==> config.mk <==
export PLATFORM = sky130hd
export DESIGN_NAME = fir_decimate_requant_flat
export DESIGN_NICKNAME = d
export VERILOG_FILES = /design/src/rtl/fir_pkg.sv /design/src/rtl/fir_decimate_requant_if.sv /design/src/rtl/sample_fifo.sv /design/src/rtl/fir_decimate_requant.sv /design/src/flat_wrapper.sv
export SDC_FILE = /design/constraint.sdc
export NUM_CORES = 1
export LEC_CHECK = 0
export CORE_UTILIZATION = 40
export DETAILED_ROUTE_END_ITERATION = 8
export SLEW_MARGIN = 15
export SYNTH_ARGS = -nofsm -noshare
export SYNTH_HDL_FRONTEND = slang
export SYNTH_SLANG_ARGS = --single-unit
==> constraint.sdc <==
create_clock -name clk -period 2.8 [get_ports clk]
set_input_delay 0.56 -clock clk [delete_from_list [all_inputs] [get_ports clk]]
set_output_delay 0.56 -clock clk [all_outputs]
set_load 0.005 [all_outputs]
==> src/rtl/fir_pkg.sv <==
// rtl/fir_pkg.sv - default sample widths, sample types and the shared saturating shift helper
package fir_pkg;

  localparam int IN_W  = 32;
  localparam int OUT_W = 16;

  typedef logic signed [IN_W-1:0]  sample_in_t;
  typedef logic signed [OUT_W-1:0] sample_out_t;

  // Arithmetic right shift of a sign-extended value, then clamp to the signed out_w-bit range.
  function automatic logic signed [63:0] sat_shift(input logic signed [63:0] v,
                                                   input int shift, input int out_w);
    logic signed [63:0] s;
    logic signed [63:0] hi;
    logic signed [63:0] lo;
    s  = v >>> shift;
    hi = (64'sd1 <<< (out_w - 1)) - 64'sd1;
    lo = -(64'sd1 <<< (out_w - 1));
    if (s > hi) begin
      sat_shift = hi;
    end else if (s < lo) begin
      sat_shift = lo;
    end else begin
      sat_shift = s;
    end
  endfunction

endpackage

==> src/rtl/fir_decimate_requant_if.sv <==
// rtl/fir_decimate_requant_if.sv - filter sample input stream and rescaled valid/ready output stream
interface fir_decimate_requant_if #(
  parameter int IN_W  = fir_pkg::IN_W,
  parameter int OUT_W = fir_pkg::OUT_W
);
  logic [IN_W-1:0]  in_sample;
  logic             in_valid;
  logic [OUT_W-1:0] out_sample;
  logic             out_valid;
  logic             out_ready;

  modport master (output in_sample, in_valid, out_ready, input out_sample, out_valid);
  modport slave  (input in_sample, in_valid, out_ready, output out_sample, out_valid);
endinterface

==> src/rtl/sample_fifo.sv <==
// rtl/sample_fifo.sv - first-word-fall-through FIFO with a registered head and explicit level
module sample_fifo #(
  parameter int WIDTH = 16,
  parameter int DEPTH = 8
) (
  input  logic                     clk,
  input  logic                     reset,
  input  logic                     push,
  input  logic [WIDTH-1:0]         wdata,
  output logic                     wready,
  input  logic                     ready,
  output logic [WIDTH-1:0]         head,
  output logic                     valid,
  output logic [$clog2(DEPTH):0]   level
);
  localparam int AW = $clog2(DEPTH);
  localparam logic [AW:0] LVL_ONE  = (AW+1)'(1);
  localparam logic [AW:0] LVL_FULL = (AW+1)'(DEPTH);

  logic [WIDTH-1:0] mem [DEPTH];
  logic [AW-1:0]    wr_ptr;
  logic [AW-1:0]    rd_ptr;
  logic             pop;
  logic             accept;

  assign valid  = (level != '0);
  assign pop    = valid && ready;
  // A full FIFO still accepts when the head leaves on the same edge.
  assign wready = (level != LVL_FULL) || pop;
  assign accept = push && wready;

  always_ff @(posedge clk) begin
    if (accept) begin
      mem[wr_ptr] <= wdata;
    end
  end

  always_ff @(posedge clk or posedge reset) begin
    if (reset) begin
      wr_ptr <= '0;
      rd_ptr <= '0;
      level  <= '0;
      head   <= '0;
    end else begin
      if (accept) begin
        wr_ptr <= wr_ptr + 1'b1;
      end
      if (pop) begin
        rd_ptr <= rd_ptr + 1'b1;
      end
      if (accept && !pop) begin
        level <= level + 1'b1;
      end else if (pop && !accept) begin
        level <= level - 1'b1;
      end
      // Head follows the write when the FIFO is (or becomes) empty, else the next stored entry.
      if (accept && (level == '0 || (pop && level == LVL_ONE))) begin
        head <= wdata;
      end else if (pop && level > LVL_ONE) begin
        head <= mem[rd_ptr + 1'b1];
      end
    end
  end

endmodule

==> src/rtl/fir_decimate_requant.sv <==
// rtl/fir_decimate_requant.sv - decimate FIR output, requantize (shift/saturate) and buffer it
// Define FIR_DEC_ROUND_EN to round half up before the shift; otherwise the shift floors.
module fir_decimate_requant #(
  parameter int IN_W  = fir_pkg::IN_W,
  parameter int OUT_W = fir_pkg::OUT_W,
  parameter int DECIM = 4,
  parameter int PHASE = 0,
  parameter int SHIFT = 16,
  parameter int DEPTH = 8,
  parameter int CNT_W = 16
) (
  input  logic                   clk,
  input  logic                   reset,
  fir_decimate_requant_if.slave  bus,
  output logic [$clog2(DEPTH):0] fifo_level,
  output logic                   overflow,
  output logic [CNT_W-1:0]       drop_count,
  input  logic                   clear_stats
);
  import fir_pkg::*;

  localparam int PH_W = (DECIM > 1) ? $clog2(DECIM) : 1;
  localparam logic [PH_W-1:0] PH_LAST = PH_W'(DECIM - 1);
  localparam logic [PH_W-1:0] PH_KEEP = PH_W'(PHASE);
`ifdef FIR_DEC_ROUND_EN
  localparam logic signed [IN_W:0] ROUND = (IN_W+1)'((SHIFT == 0) ? 0 : 1) << ((SHIFT == 0) ? 0 : SHIFT - 1);
`else
  localparam logic signed [IN_W:0] ROUND = '0;
`endif

  logic [PH_W-1:0]       phase;
  logic                  keep;
  logic signed [IN_W:0]  biased;
  logic                  s1_valid;
  logic [OUT_W-1:0]      s1_data;
  logic                  fifo_wready;
  logic                  drop;

  assign keep = bus.in_valid && (phase == PH_KEEP);
  // One guard bit keeps the rounding add from wrapping near full scale.
  assign biased = $signed({bus.in_sample[IN_W-1], bus.in_sample}) + ROUND;

  always_ff @(posedge clk or posedge reset) begin
    if (reset) begin
      phase    <= '0;
      s1_valid <= 1'b0;
      s1_data  <= '0;
    end else begin
      if (bus.in_valid) begin
        phase <= (phase == PH_LAST) ? '0 : phase + 1'b1;
      end
      s1_valid <= keep;
      if (keep) begin
        s1_data <= OUT_W'(sat_shift({{(63-IN_W){biased[IN_W]}}, biased}, SHIFT, OUT_W));
      end
    end
  end

  sample_fifo #(.WIDTH(OUT_W), .DEPTH(DEPTH)) u_fifo (
    .clk    (clk),
    .reset  (reset),
    .push   (s1_valid),
    .wdata  (s1_data),
    .wready (fifo_wready),
    .ready  (bus.out_ready),
    .head   (bus.out_sample),
    .valid  (bus.out_valid),
    .level  (fifo_level)
  );

  assign drop = s1_valid && !fifo_wready;

  always_ff @(posedge clk or posedge reset) begin
    if (reset) begin
      overflow   <= 1'b0;
      drop_count <= '0;
    end else if (clear_stats) begin
      overflow   <= drop;
      drop_count <= drop ? CNT_W'(1) : '0;
    end else if (drop) begin
      overflow <= 1'b1;
      if (drop_count != '1) begin
        drop_count <= drop_count + 1'b1;
      end
    end
  end

endmodule

==> src/flat_wrapper.sv <==
// flat-port wrapper written by rule: the top's interface ports become plain ports
module fir_decimate_requant_flat import fir_pkg::*;
#(
  parameter int IN_W  = fir_pkg::IN_W,
  parameter int OUT_W = fir_pkg::OUT_W,
  parameter int DECIM = 4,
  parameter int PHASE = 0,
  parameter int SHIFT = 16,
  parameter int DEPTH = 8,
  parameter int CNT_W = 16
)
  (clk, reset, fifo_level, overflow, drop_count, clear_stats, bus_in_sample, bus_in_valid, bus_out_ready, bus_out_sample, bus_out_valid);
  fir_decimate_requant_if #(.IN_W(IN_W), .OUT_W(OUT_W)) bus_i ();
  input  logic clk;
  input  logic reset;
  output logic [$clog2(DEPTH):0] fifo_level;
  output logic overflow;
  output logic [CNT_W-1:0] drop_count;
  input  logic clear_stats;
  input wire logic [$bits(bus_i.in_sample)-1:0] bus_in_sample;
  input wire logic [$bits(bus_i.in_valid)-1:0] bus_in_valid;
  input wire logic [$bits(bus_i.out_ready)-1:0] bus_out_ready;
  output wire logic [$bits(bus_i.out_sample)-1:0] bus_out_sample;
  output wire logic [$bits(bus_i.out_valid)-1:0] bus_out_valid;
  assign bus_i.in_sample = bus_in_sample;
  assign bus_i.in_valid = bus_in_valid;
  assign bus_i.out_ready = bus_out_ready;
  assign bus_out_sample = bus_i.out_sample;
  assign bus_out_valid = bus_i.out_valid;
  fir_decimate_requant #(.IN_W(IN_W), .OUT_W(OUT_W), .DECIM(DECIM), .PHASE(PHASE), .SHIFT(SHIFT), .DEPTH(DEPTH), .CNT_W(CNT_W)) u_core (.clk(clk), .reset(reset), .bus(bus_i), .fifo_level(fifo_level), .overflow(overflow), .drop_count(drop_count), .clear_stats(clear_stats));
endmodule
==> impl_metrics.json, run 1 <==
{
  "grt_pass1_vias": 4426,
  "fin_setup_tns_ns": 0,
  "viasPerCell": 5.41,
  "die_area_sq_mm": 0.0197,
  "core_sq_mm": 0.0188,
  "wl_per_cell_um": 19.8,
  "grt_pass1_wl_mm": 24.9,
  "period_needed_ns": 2.45,
  "dr.pass1.iters": 4,
  "antenna_cells": 0,
  "cp_max_fo": 7,
  "yosysSeqAreaShare_pct": 70.4,
  "max_stage_delay_ns": 0.52,
  "worst_slew_margin_rel_pct": 54.2,
  "p_per_area_mw_per_mm2": 1030,
  "fin_nets": 582,
  "path_cells": "inv_1 -> ha_1 -> nand2_1 -> clkdlybuf4s50_1",
  "fin_skew_ns": 0.00859,
  "synth_fp_nets": 496,
  "cts_buffers": 17,
  "gp_congestion": 0.821,
  "post-route-period-util_pct": 87.5,
  "cts_max_path_buffers": 2,
  "syn_area_per_cell_sq_um": 17.0,
  "io_buffer_count": 58,
  "cts_max_level": 4,
  "ant_nets": 0,
  "path_class": "register to primary output",
  "drive_above_1_share_pct": 21.3,
  "grt_overflow": 0,
  "yosysTopAreaCellShare_pct": 50.2,
  "drt_wl_total_mm": 15.5,
  "final_max_slew_viol_count": 0,
  "final_common_cell": "edfxtp_1",
  "setup_viol": 0,
  "ys_types": 40,
  "start_util_pct": 40.8,
  "hold_class": "register to register",
  "drt_iter0_markers": 271,
  "hold_viol_final": 0,
  "status": "finished, final reports clean",
  "arrival_ns": 1.89,
  "postCtsSetupBuffers": 0,
  "fp-row-count": 50,
  "clock-sinks": 190,
  "critPathRequiredTime_ns": 2.24,
  "max_freq_mhz": 408,
  "antenna_found_initial": 0,
  "track_usage_pct": 17.1,
  "drc_errors": 0,
  "p_leak_nw": 3.33,
  "dieHeight_um": 140,
  "worst_pin_slew_ns": 0.687,
  "syn-cell-area_sq_mm": 0.00766,
  "synth_top_cell_by_area": "edfxtp_1",
  "die_x_um": 140,
  "final_core_util_pct": 49.7,
  "clockRootBuffer": "clkbuf_16",
  "synth_area_leaders": "edfxtp_1 50%, dfrtp_1 20%, mux4_2 9.4%",
  "postSynthCellCount": 450,
  "grt_max_degree": 63,
  "rsz0062_at_grt": "false",
  "clk-insertion-delay-late_ns": 0.43,
  "cts_resized": 0,
  "ir_worst_vdd_uv": 477,
  "hpwlAfterDp_mm": 9.37,
  "yosysWarnings": 0,
  "start_kind": "register",
  "final_cell_mix": "128 x edfxtp_1, 61 x dfrtp_1, 58 x clkdlybuf4s50_1",
  "clkSlewWorstSetupHoldPaths_ns": 0.07,
  "cp_slowest_cell": "clkdlybuf4s50_1",
  "cp-end-kind": "primary output",
  "ys_ff_latch": 190,
  "via_count": 4235,
  "pin_count": 75,
  "area_growth_syn_to_layout_pct": 21.7,
  "cts_hold_buf": 0,
  "nFillCells": 1549,
  "drv_cap": 0,
  "tritoncts": "yes"
}
==> sequential cells by signal (all words and copies together) (netlist names) <==
signal and count:
u_core.u_fifo.mem 128, u_core.u_fifo.head 16, u_core.u_fifo.rd_ptr 3, u_core.overflow 1
u_core.phase 2, u_core.s1_data 16, u_core.u_fifo.wr_ptr 3, u_core.u_fifo.level 4
u_core.s1_valid 1, u_core.drop_count 16
==> worst max-delay path: cells and delay by family, from the launching register on <==
| kind | cells | cell delay [ns] |
|---|---|---|
| flip-flops | 1 | 0.47 |
| adder cells (fa/ha/maj) | 1 | 0.25 |
| AND/OR/NAND/NOR | 1 | 0.14 |
| buffers and inverters | 2 | 0.60 |
==> synth_stat cells, drive strengths merged <==
cell type  count
nor2          18
nand2b         3
nand4          5
a2111oi        1
nor4b          1
inv           12
buf           11
a22oi         16
or4            1
dfrtp         62
xnor2         11
and4bb         1
nand3          6
and3           4
o21a           1
nor3           6
o21ai         23
or3            2
nor4           2
and3b          1
o31ai          1
xor2           6
a211oi         6
a21oi         10
nor2b          2
clkbuf         8
mux2          18
a41oi          1
edfxtp       128
mux2i         18
and2           3
ha             9
and4           2
mux4          32
nand2         19
==> path summary, 6_finish.rpt <==
kind	cells after the start	slack [ns]	startpoint	to
min in group asynchronous	3	0.53	reset	u_core.s1_data[8]$_DFFE_PP0P_
min reg2reg	1	0.51	u_core.u_fifo.wr_ptr[0]$_DFFE_PP0P_	u_core.u_fifo.wr_ptr[0]$_DFFE_PP0P_
max	4	0.35	u_core.u_fifo.level[0]$_DFFE_PP0P_	bus_out_valid
max in group asynchronous	3	1.97	reset	u_core.u_fifo.rd_ptr[0]$_DFFE_PP0P_
min	1	0.51	u_core.u_fifo.wr_ptr[0]$_DFFE_PP0P_	u_core.u_fifo.wr_ptr[0]$_DFFE_PP0P_
max reg2reg	7	0.47	u_core.u_fifo.level[0]$_DFFE_PP0P_	u_core.u_fifo.mem[0][13]$_DFFE_PP_
==> through the flow <==
step	cell area [sq um]	instances	hold WS, ns	power (mW)	setup slack (ns)
finish	9320	783	0.514	9.59	0.350
floorplan	7670	450	0.464	6.16	0.227
CTS	9320	783	0.519	9.72	0.321
global placement	8730	751	0.489	7.19	0.236
detailed placement	8730	751	0.501	7.31	0.230
global route	9320	783	0.538	10.1	0.263
==> area by class of cell <==
cell class                 instances  area, sq um  area share, %
tap                              234          293           3.14
clock inverter                    12          136           1.46
multi-input combinational        229         2140           23.0
inverter                          12         45.0          0.483
sequential                       190         5400           57.9
timing repair buffer              86          853           9.15
clock buffer                      20          457           4.90
==> routing by layer <==
metal / wire, um / track usage (%)
met1: 6790 / 22.0
met2: 7960 / 29.2
met3: 639 / 3.93
met4: 116 / 4.68
met5: 0 / 0
==> report_power, final <==
part / internal [mW] / switching [mW] / leakage, nW
sequential: 3.80 / 0.531 / 1.93
clock: 1.37 / 1.04 / 0.273
combinational: 1.53 / 1.32 / 1.13
total: 6.70 / 2.89 / 3.33
==> logic make-up after synthesis <==
family	share of synthesized area [%]
flip-flops	70.4
AND/OR/NAND/NOR	5.09
multiplexers	14.4
AO/OA/AOI/OAI	4.82
buffers and inverters	1.86
XOR/XNOR	1.94
adder cells (fa/ha/maj)	1.47
No activity file was read; power rests on OpenSTA's default activity.
==> run 2, diff against run 1 <==
--- a/config.mk
+++ b/config.mk
@@ -5,6 +5,7 @@
 export SDC_FILE = /design/constraint.sdc
 export NUM_CORES = 1
 export LEC_CHECK = 0
+export CAP_MARGIN = 10
 export CORE_UTILIZATION = 40
 export DETAILED_ROUTE_END_ITERATION = 8
 export SLEW_MARGIN = 15
==> results of run 2 <==
No change in the layout: final DEF, timing and power equal those of run 1.
